==> src/rtl/sha256_pkg.sv <==
// Shared constants and types for the SHA-256 word packer.
// Widths, FSM state and byte-valid helpers.
package sha256_pkg;

  localparam int WORD_W          = 32;
  localparam int BLOCK_W         = 512;
  localparam int WORDS_PER_BLOCK = 16;
  localparam int SIZE_W          = 64;

  typedef enum logic {
    FILL = 1'b0,
    EMIT = 1'b1
  } state_t;

  // Out-of-range byte counts mean a full word.
  function automatic logic [2:0] eff_nbytes(input logic [2:0] nb);
    return (nb == 3'd0 || nb > 3'd4) ? 3'd4 : nb;
  endfunction

  // Keep the leading nb bytes (byte 0 sits in the MSBs).
  function automatic logic [WORD_W-1:0] byte_mask(input logic [2:0] nb);
    logic [WORD_W-1:0] m;
    m = '1;
    unique case (1'b1)
      (nb == 3'd1): m = 32'hFF00_0000;
      (nb == 3'd2): m = 32'hFFFF_0000;
      (nb == 3'd3): m = 32'hFFFF_FF00;
      default:      m = '1;
    endcase
    return m;
  endfunction

endpackage

==> src/rtl/sha256_word_packer_if.sv <==
// Word input, block output and config handshakes of the packer.
// master = packer side, slave = environment side.
interface sha256_word_packer_if;
  import sha256_pkg::*;

  logic [WORD_W-1:0]  word_in;
  logic [2:0]         word_in_nbytes;
  logic               word_in_last;
  logic               word_in_valid;
  logic               word_in_ready;

  logic [BLOCK_W-1:0] data_out;
  logic               data_out_last;
  logic               data_out_valid;
  logic               data_out_ready;

  logic [SIZE_W-1:0]  cfg_size;
  logic [1:0]         cfg_scheme;
  logic               cfg_last;
  logic               cfg_valid;
  logic               cfg_ready;

  modport master (
    input  word_in, word_in_nbytes, word_in_last,
    input  word_in_valid, data_out_ready, cfg_ready,
    output word_in_ready, data_out, data_out_last,
    output data_out_valid, cfg_size, cfg_scheme,
    output cfg_last, cfg_valid
  );

  modport slave (
    output word_in, word_in_nbytes, word_in_last,
    output word_in_valid, data_out_ready, cfg_ready,
    input  word_in_ready, data_out, data_out_last,
    input  data_out_valid, cfg_size, cfg_scheme,
    input  cfg_last, cfg_valid
  );

endinterface

==> src/rtl/sha256_word_packer.sv <==
// Packs 32-bit message words into 512-bit blocks and
// reports the message bit length once per message.
module sha256_word_packer
  import sha256_pkg::*;
#(
  parameter logic [1:0] CFG_SCHEME = 2'b00
) (
  input  logic                 clk,
  input  logic                 sync_rst,
  input  logic                 en,
  sha256_word_packer_if.master bus
);

  state_t             state_q, state_d;
  logic [3:0]         cnt_q;
  logic [BLOCK_W-1:0] blk_q;
  logic               last_q;
  logic [SIZE_W-1:0]  bits_q;
  logic [SIZE_W-1:0]  size_q;
  logic               cfg_pend_q;

  logic               in_fire;
  logic               out_fire;
  logic               cfg_fire;
  logic [2:0]         nb;
  logic [WORD_W-1:0]  wmask;
  logic [5:0]         add;
  logic [8:0]         slot_lsb;

  assign bus.word_in_ready  = en & ~sync_rst & ~cfg_pend_q
                            & (state_q == FILL);
  assign bus.data_out_valid = en & (state_q == EMIT);
  assign bus.cfg_valid      = en & cfg_pend_q;
  assign bus.data_out       = blk_q;
  assign bus.data_out_last  = last_q;
  assign bus.cfg_size       = size_q;
  assign bus.cfg_scheme     = CFG_SCHEME;
  assign bus.cfg_last       = 1'b1;

  assign in_fire  = bus.word_in_valid & bus.word_in_ready;
  assign out_fire = bus.data_out_valid & bus.data_out_ready;
  assign cfg_fire = bus.cfg_valid & bus.cfg_ready;

  assign nb       = eff_nbytes(bus.word_in_nbytes);
  assign wmask    = bus.word_in_last ? byte_mask(nb) : '1;
  assign add      = bus.word_in_last ? {nb, 3'b000} : 6'd32;
  // Slot 0 lands in the MSBs: offset = (15 - cnt) * 32.
  assign slot_lsb = {~cnt_q, 5'b00000};

  // State register.
  always_ff @(posedge clk) begin
    if (sync_rst) state_q <= FILL;
    else          state_q <= state_d;
  end

  // Block full or message end -> EMIT; block taken -> FILL.
  always_comb begin
    state_d = state_q;
    unique case (state_q)
      FILL: if (in_fire && (bus.word_in_last || cnt_q == 4'd15))
              state_d = EMIT;
      EMIT: if (out_fire) state_d = FILL;
      default: state_d = FILL;
    endcase
  end

  // Block assembly, bit counting and config hold.
  always_ff @(posedge clk) begin
    if (sync_rst) begin
      cnt_q      <= '0;
      blk_q      <= '0;
      last_q     <= 1'b0;
      bits_q     <= '0;
      size_q     <= '0;
      cfg_pend_q <= 1'b0;
    end else if (en) begin
      if (out_fire) begin
        blk_q  <= '0;
        cnt_q  <= '0;
        last_q <= 1'b0;
      end
      if (cfg_fire) cfg_pend_q <= 1'b0;
      if (in_fire) begin
        blk_q[slot_lsb +: WORD_W] <= bus.word_in & wmask;
        cnt_q <= cnt_q + 4'd1;
        if (bus.word_in_last) begin
          last_q     <= 1'b1;
          size_q     <= bits_q + SIZE_W'(add);
          cfg_pend_q <= 1'b1;
          bits_q     <= '0;
        end else begin
          bits_q <= bits_q + SIZE_W'(add);
        end
      end
    end
  end

endmodule

==> src/flat_wrapper.sv <==
// flat-port wrapper written by rule: the top's interface ports become plain ports
module sha256_word_packer_flat import sha256_pkg::*;
#(
  parameter logic [1:0] CFG_SCHEME = 2'b00
)
  (clk, sync_rst, en, bus_word_in, bus_word_in_nbytes, bus_word_in_last, bus_word_in_valid, bus_data_out_ready, bus_cfg_ready, bus_word_in_ready, bus_data_out, bus_data_out_last, bus_data_out_valid, bus_cfg_size, bus_cfg_scheme, bus_cfg_last, bus_cfg_valid);
  sha256_word_packer_if bus_i ();
  input  logic clk;
  input  logic sync_rst;
  input  logic en;
  input wire logic [$bits(bus_i.word_in)-1:0] bus_word_in;
  input wire logic [$bits(bus_i.word_in_nbytes)-1:0] bus_word_in_nbytes;
  input wire logic [$bits(bus_i.word_in_last)-1:0] bus_word_in_last;
  input wire logic [$bits(bus_i.word_in_valid)-1:0] bus_word_in_valid;
  input wire logic [$bits(bus_i.data_out_ready)-1:0] bus_data_out_ready;
  input wire logic [$bits(bus_i.cfg_ready)-1:0] bus_cfg_ready;
  output wire logic [$bits(bus_i.word_in_ready)-1:0] bus_word_in_ready;
  output wire logic [$bits(bus_i.data_out)-1:0] bus_data_out;
  output wire logic [$bits(bus_i.data_out_last)-1:0] bus_data_out_last;
  output wire logic [$bits(bus_i.data_out_valid)-1:0] bus_data_out_valid;
  output wire logic [$bits(bus_i.cfg_size)-1:0] bus_cfg_size;
  output wire logic [$bits(bus_i.cfg_scheme)-1:0] bus_cfg_scheme;
  output wire logic [$bits(bus_i.cfg_last)-1:0] bus_cfg_last;
  output wire logic [$bits(bus_i.cfg_valid)-1:0] bus_cfg_valid;
  assign bus_i.word_in = bus_word_in;
  assign bus_i.word_in_nbytes = bus_word_in_nbytes;
  assign bus_i.word_in_last = bus_word_in_last;
  assign bus_i.word_in_valid = bus_word_in_valid;
  assign bus_i.data_out_ready = bus_data_out_ready;
  assign bus_i.cfg_ready = bus_cfg_ready;
  assign bus_word_in_ready = bus_i.word_in_ready;
  assign bus_data_out = bus_i.data_out;
  assign bus_data_out_last = bus_i.data_out_last;
  assign bus_data_out_valid = bus_i.data_out_valid;
  assign bus_cfg_size = bus_i.cfg_size;
  assign bus_cfg_scheme = bus_i.cfg_scheme;
  assign bus_cfg_last = bus_i.cfg_last;
  assign bus_cfg_valid = bus_i.cfg_valid;
  sha256_word_packer #(.CFG_SCHEME(CFG_SCHEME)) u_core (.clk(clk), .sync_rst(sync_rst), .en(en), .bus(bus_i));
endmodule
==> config.mk <==
export PLATFORM = sky130hd
export DESIGN_NAME = sha256_word_packer_flat
export DESIGN_NICKNAME = d
export VERILOG_FILES = /design/src/rtl/sha256_pkg.sv /design/src/rtl/sha256_word_packer_if.sv /design/src/rtl/sha256_word_packer.sv /design/src/flat_wrapper.sv
export SDC_FILE = /design/constraint.sdc
export NUM_CORES = 1
export LEC_CHECK = 0
export CORE_MARGIN = 4
export CORE_UTILIZATION = 45
export DETAILED_ROUTE_END_ITERATION = 7
export PLACE_DENSITY = 0.77
export SLEW_MARGIN = 20
export SYNTH_ARGS = -nofsm -noshare
export SYNTH_HDL_FRONTEND = slang
export SYNTH_SLANG_ARGS = --single-unit
==> constraint.sdc <==
create_clock -name clk -period 3.4 [get_ports clk]
set_input_delay 0.34 -clock clk [delete_from_list [all_inputs] [get_ports clk]]
set_output_delay 0.34 -clock clk [all_outputs]
set_load 0.01 [all_outputs]
==> out/summary.md <==
After clock tree synthesis, the clock-pin slew on the worst setup and hold paths is 0.06 ns. Port buffering added 618 buffers. In the final layout, the share of cells above drive strength 1 is 8.159%.

OpenSTA, run right after detailed placement, puts the worst setup slack at -0.8185 ns. In the final layout, the multi-input gates occupy 10,930 um2. The critical path goes through clkdlybuf4s50_1 -> or2_4 -> ha_4 -> nor3b_4 -> ha_2 -> inv_1 -> fa_2 -> nor2b_4 -> o2111ai_4 -> nor4_4 -> buf_4 -> buf_12 -> buf_8 -> nand4_1 -> or3_4 -> a21oi_2. The per-cell via count in the routed design was 5.839. In the final design database the tool counted 3,632 nets. The startpoint identified for the worst hold timing path is sync_rst. The peak supply drop is 306.8 uV.

For the worst setup skew after layout, the log shows 0.02677 ns. The worst register-to-register path ends at u_core.bus.data_out[384]. The largest driver fanout on the critical path is 7. Top routing layer in use: met5. Die boundary height: 243.2 um. The number of buffer and inverter instances along the worst setup path came out at 5. The startpoint identified for the worst register-to-register timing path is u_core.cnt_q[1]. The cell sitting at the root of the clock tree is a sky130_fd_sc_hd__clkbuf_16. The worst path meets setup with 0.1416 ns of slack.

The area of the die was 59,150 um2. The path class of the tightest hold or removal check is in -> reg. The transition at the pin with the smallest max-transition slack was 1.042 ns; the effective utilization at floorplan was 45.81%. Via count of the routed design: 25,540.

STA classifies the critical path endpoint as a flop. Adding up every negative setup slack in the final design gives 0 ns. Grouping stages by cell kind, the critical path spends the most delay in simple AND/OR/NAND/NOR gates. The post-route clock period utilization is 95.83%, and the global-route wire length before repair is 151,300 um. The share of flip-flops with an asynchronous set or reset after synthesis is 0%, and the number of failing hold endpoints at the final stage is 0.

The synthesized design contains 641 register bits. The via count of the first global-routing pass is 23,140, and the unique cell type count in the Yosys netlist is 57. The top flip-flop cell by instance count after synthesis is sky130_fd_sc_hd__dfxtp_1.

The count of endpoints failing setup in the final report is 0, and the global-route usage over all layers is 33.24%. The largest single stage delay on the critical path is 0.44 ns. The number of top-level design ports was 625. The path with the worst hold slack has its endpoint at u_core.bus.data_out[329]. Standard cell area after detailed placement: 32,030 um2. The routability-driven placement congestion ratio was 0.8825; the synthesized area per cell was 8.157 um2. Timing would allow up to 306.9 MHz.

Compared with the post-synthesis result, the final layout area differs by 38.01%. The TritonCTS buffer count came out at 68. After detailed routing, the average wire length per cell comes to 23.74 um. The clock reaches the later pin of the worst-skew pair after 0.62 ns. For the area of the mapped netlist, the log shows 24,900 um2. The max-cap violation count came out at 0. The register-to-register setup slack came out at 0.55 ns.

The total core area came out at 54,350 um2. In this run the tightest slew margin relative to its limit is 30.51%. The logs give 0 for the post-detailed-route DRC marker count and 3 for the depth of the CTS H-tree. Entering global routing, the biggest net connects 155 pins. The startpoint kind of the worst setup timing path is a primary input.

Subtracting the final worst setup slack from the clock period gives 3.258 ns. After detailed routing, the met3 layer carries 9958 um of wire. Summed over all layers, the global routing overflow is 0. The tree built by TritonCTS fans out to 641 sinks. For this design the static power due to leakage is 11.68 nW.

The floorplan die width is 243.2 um. The sequential share of the synthesized area is 51.54%, and the hold path depth is 4. The slowest stage of the critical path is the sky130_fd_sc_hd__or3_4 cell. The buffer levels on the longest clock path was 3; the worst hold slack across all endpoints was 0.3169 ns. TritonCTS built the clock tree.

In this run the remaining antenna-violating nets after routing total 0. Detailed placement HPWL: 72,110 um. The number of antenna violations at the first check in global routing was 14; the Yosys warning count was 0. After floorplanning, the core was divided into 85 placement rows. The flow ran to the end, and the final reports show no timing, DRC or antenna violations. For the worst setup path, the data arrival time is 3.78 ns. The library cells used most frequently in the layout, excluding fill and tap cells, are sky130_fd_sc_hd__dfxtp_1, sky130_fd_sc_hd__clkdlybuf4s50_1, sky130_fd_sc_hd__nand3_1. The gate count after technology mapping was 3,052; the total iterations of the first detailed-routing run was 6.

Counting flops with a built-in enable in the synthesized netlist gives 0. Summing all flip-flop and latch instances after layout gives 12,830 um2. The path type of the worst setup path was in -> reg. Areal power density over the cells: 455.5 nW/um2. The worst reg-to-reg path cell count was 7. Summed over all layers, the routed wires come to 103,800 um.

After filler insertion, the fill cell instance count of the layout stands at 4,695. At the worst endpoint, the required time is 3.93 ns. The run gives 39,340 um as the wire length the detailed router placed on met1. The logs give 0 for the final count of pins violating max slew and 2,778 for the iteration-0 DRC count of the detailed router.

The most common cell after layout, fill and taps aside was sky130_fd_sc_hd__dfxtp_1. The amount of wire on met2 after detailed routing is 47,960 um, and the post-route standard cell area excluding fillers is 34,360 um2.
[layout make-up]
| type | count | share of cell area, % |
|---|---|---|
| Antenna cell | 7 | 0.05098 |
| Sequential cell | 641 | 37.35 |
| Tap cell | 739 | 2.691 |
| Timing Repair Buffer | 764 | 21.66 |
| Clock inverter | 19 | 0.5717 |
| Inverter | 22 | 0.2403 |
| Multi-Input combinational cell | 2085 | 31.82 |
| Clock buffer | 97 | 5.619 |
[logic make-up (layout without fill, tap and decap cells)]
kind of cell | count (synthesis) | count (layout) | share of synthesized area, %
other | 2 | 13 | 0.03017
adder cells (fa/ha/maj) | 8 | 8 | 0.4322
AO/OA/AOI/OAI | 799 | 799 | 17.48
flip-flops | 641 | 641 | 51.54
AND/OR/NAND/NOR | 1214 | 1214 | 23.21
buffers and inverters | 330 | 902 | 5.262
XOR/XNOR | 58 | 58 | 2.040
[worst max path at each step]
stage | startpoint | to | slack [ns] | cells past startpoint
2_1_floorplan | bus_word_in_nbytes[0] | u_core.bits_q[57] | -0.02 | 13
3_3_place_gp | bus_word_in_nbytes[0] | u_core.bits_q[57] | -0.66 | 14
3_5_place_dp | bus_word_in_nbytes[0] | u_core.bits_q[47] | -0.82 | 15
4_1_cts | bus_word_in_nbytes[0] | u_core.bits_q[47] | 0.04 | 16
5_1_grt | bus_word_in_nbytes[1] | u_core.bits_q[61] | -0.04 | 16
6_report | bus_word_in_nbytes[1] | u_core.bits_q[61] | 0.14 | 16
[power by group]
part           internal (W)  switching, W  total [W]
logic              0.000247      0.000643   0.000889
clock network       0.00406       0.00312    0.00718
registers           0.00755     0.0000294    0.00758
[cells in the mapped netlist (6+ instances only)]
| library cell | n | area [um2] |
|---|---|---|
| sky130_fd_sc_hd__a211oi_1 | 16 | 120.1 |
| sky130_fd_sc_hd__or2_2 | 9 | 56.30 |
| sky130_fd_sc_hd__nor3_1 | 40 | 200.2 |
| sky130_fd_sc_hd__nand3_1 | 539 | 2698 |
| sky130_fd_sc_hd__inv_1 | 21 | 78.83 |
| sky130_fd_sc_hd__nor2_1 | 199 | 747.0 |
| sky130_fd_sc_hd__nor2b_1 | 8 | 50.05 |
| sky130_fd_sc_hd__and3_1 | 20 | 125.1 |
| sky130_fd_sc_hd__o21ai_0 | 330 | 1652 |
| sky130_fd_sc_hd__a22oi_1 | 8 | 60.06 |
| sky130_fd_sc_hd__and2_1 | 17 | 106.4 |
| sky130_fd_sc_hd__nand2_1 | 282 | 1059 |
| sky130_fd_sc_hd__buf_1 | 38 | 142.6 |
| sky130_fd_sc_hd__buf_4 | 7 | 52.55 |
| sky130_fd_sc_hd__nand4_1 | 29 | 181.4 |
| sky130_fd_sc_hd__xor2_1 | 34 | 297.8 |
| sky130_fd_sc_hd__a41oi_1 | 11 | 96.34 |
| sky130_fd_sc_hd__a31oi_1 | 86 | 538.0 |
| sky130_fd_sc_hd__clkbuf_2 | 12 | 60.06 |
| sky130_fd_sc_hd__buf_2 | 18 | 90.09 |
| sky130_fd_sc_hd__o31ai_1 | 25 | 187.7 |
| sky130_fd_sc_hd__clkbuf_1 | 232 | 870.8 |
| sky130_fd_sc_hd__xnor2_1 | 24 | 210.2 |
| sky130_fd_sc_hd__a21oi_1 | 304 | 1521 |
| sky130_fd_sc_hd__ha_1 | 7 | 87.58 |
| sky130_fd_sc_hd__or3_1 | 34 | 212.7 |
| sky130_fd_sc_hd__and2_0 | 8 | 50.05 |
| sky130_fd_sc_hd__dfxtp_1 | 641 | 12830 |
| sky130_fd_sc_hd__and4_1 | 6 | 52.55 |
[flip-flops by register name (all words and copies together), names as in the netlist]
name and count:
u_core.cfg_pend_q 1, u_core.cnt_q 4, u_core.bus.data_out_last 1, u_core.bus.data_out 512, u_core.bits_q 61, u_core.state_q 1, u_core.bus.cfg_size 61
[metal layers]
layer  vias to the layer above  track usage [%]
li1                      11780                -
met1                     12140            40.70
met2                      1313            53.52
met3                       294            8.697
met4                        14            18.25
met5                         -                0
[worst min-delay path: stages]
cell and delay, ns:
sky130_fd_sc_hd__buf_8 0.08, sky130_fd_sc_hd__inv_2 0.17, sky130_fd_sc_hd__nand3_1 0.19, sky130_fd_sc_hd__o21ai_0 0.08
[timing repair]
action	4_1_cts	5_1_grt
resized for setup	7	14
buffers inserted	2	7
pin swaps	4	11
setup endpoints to repair	21	26
cloned	1	0
hold buffers	0	0
[per-stage QoR]
step	total power (W)	instances	utilization, %
after detailed placement	0.008610	4241	58.94
after floorplan	0.008153	3056	-
after global placement	0.008609	4241	58.94
after CTS	0.01568	4360	63.01
after global routing	0.01607	4371	63.21
final	0.01565	4374	63.23
Note: power is estimated with default switching activity, not from simulation.
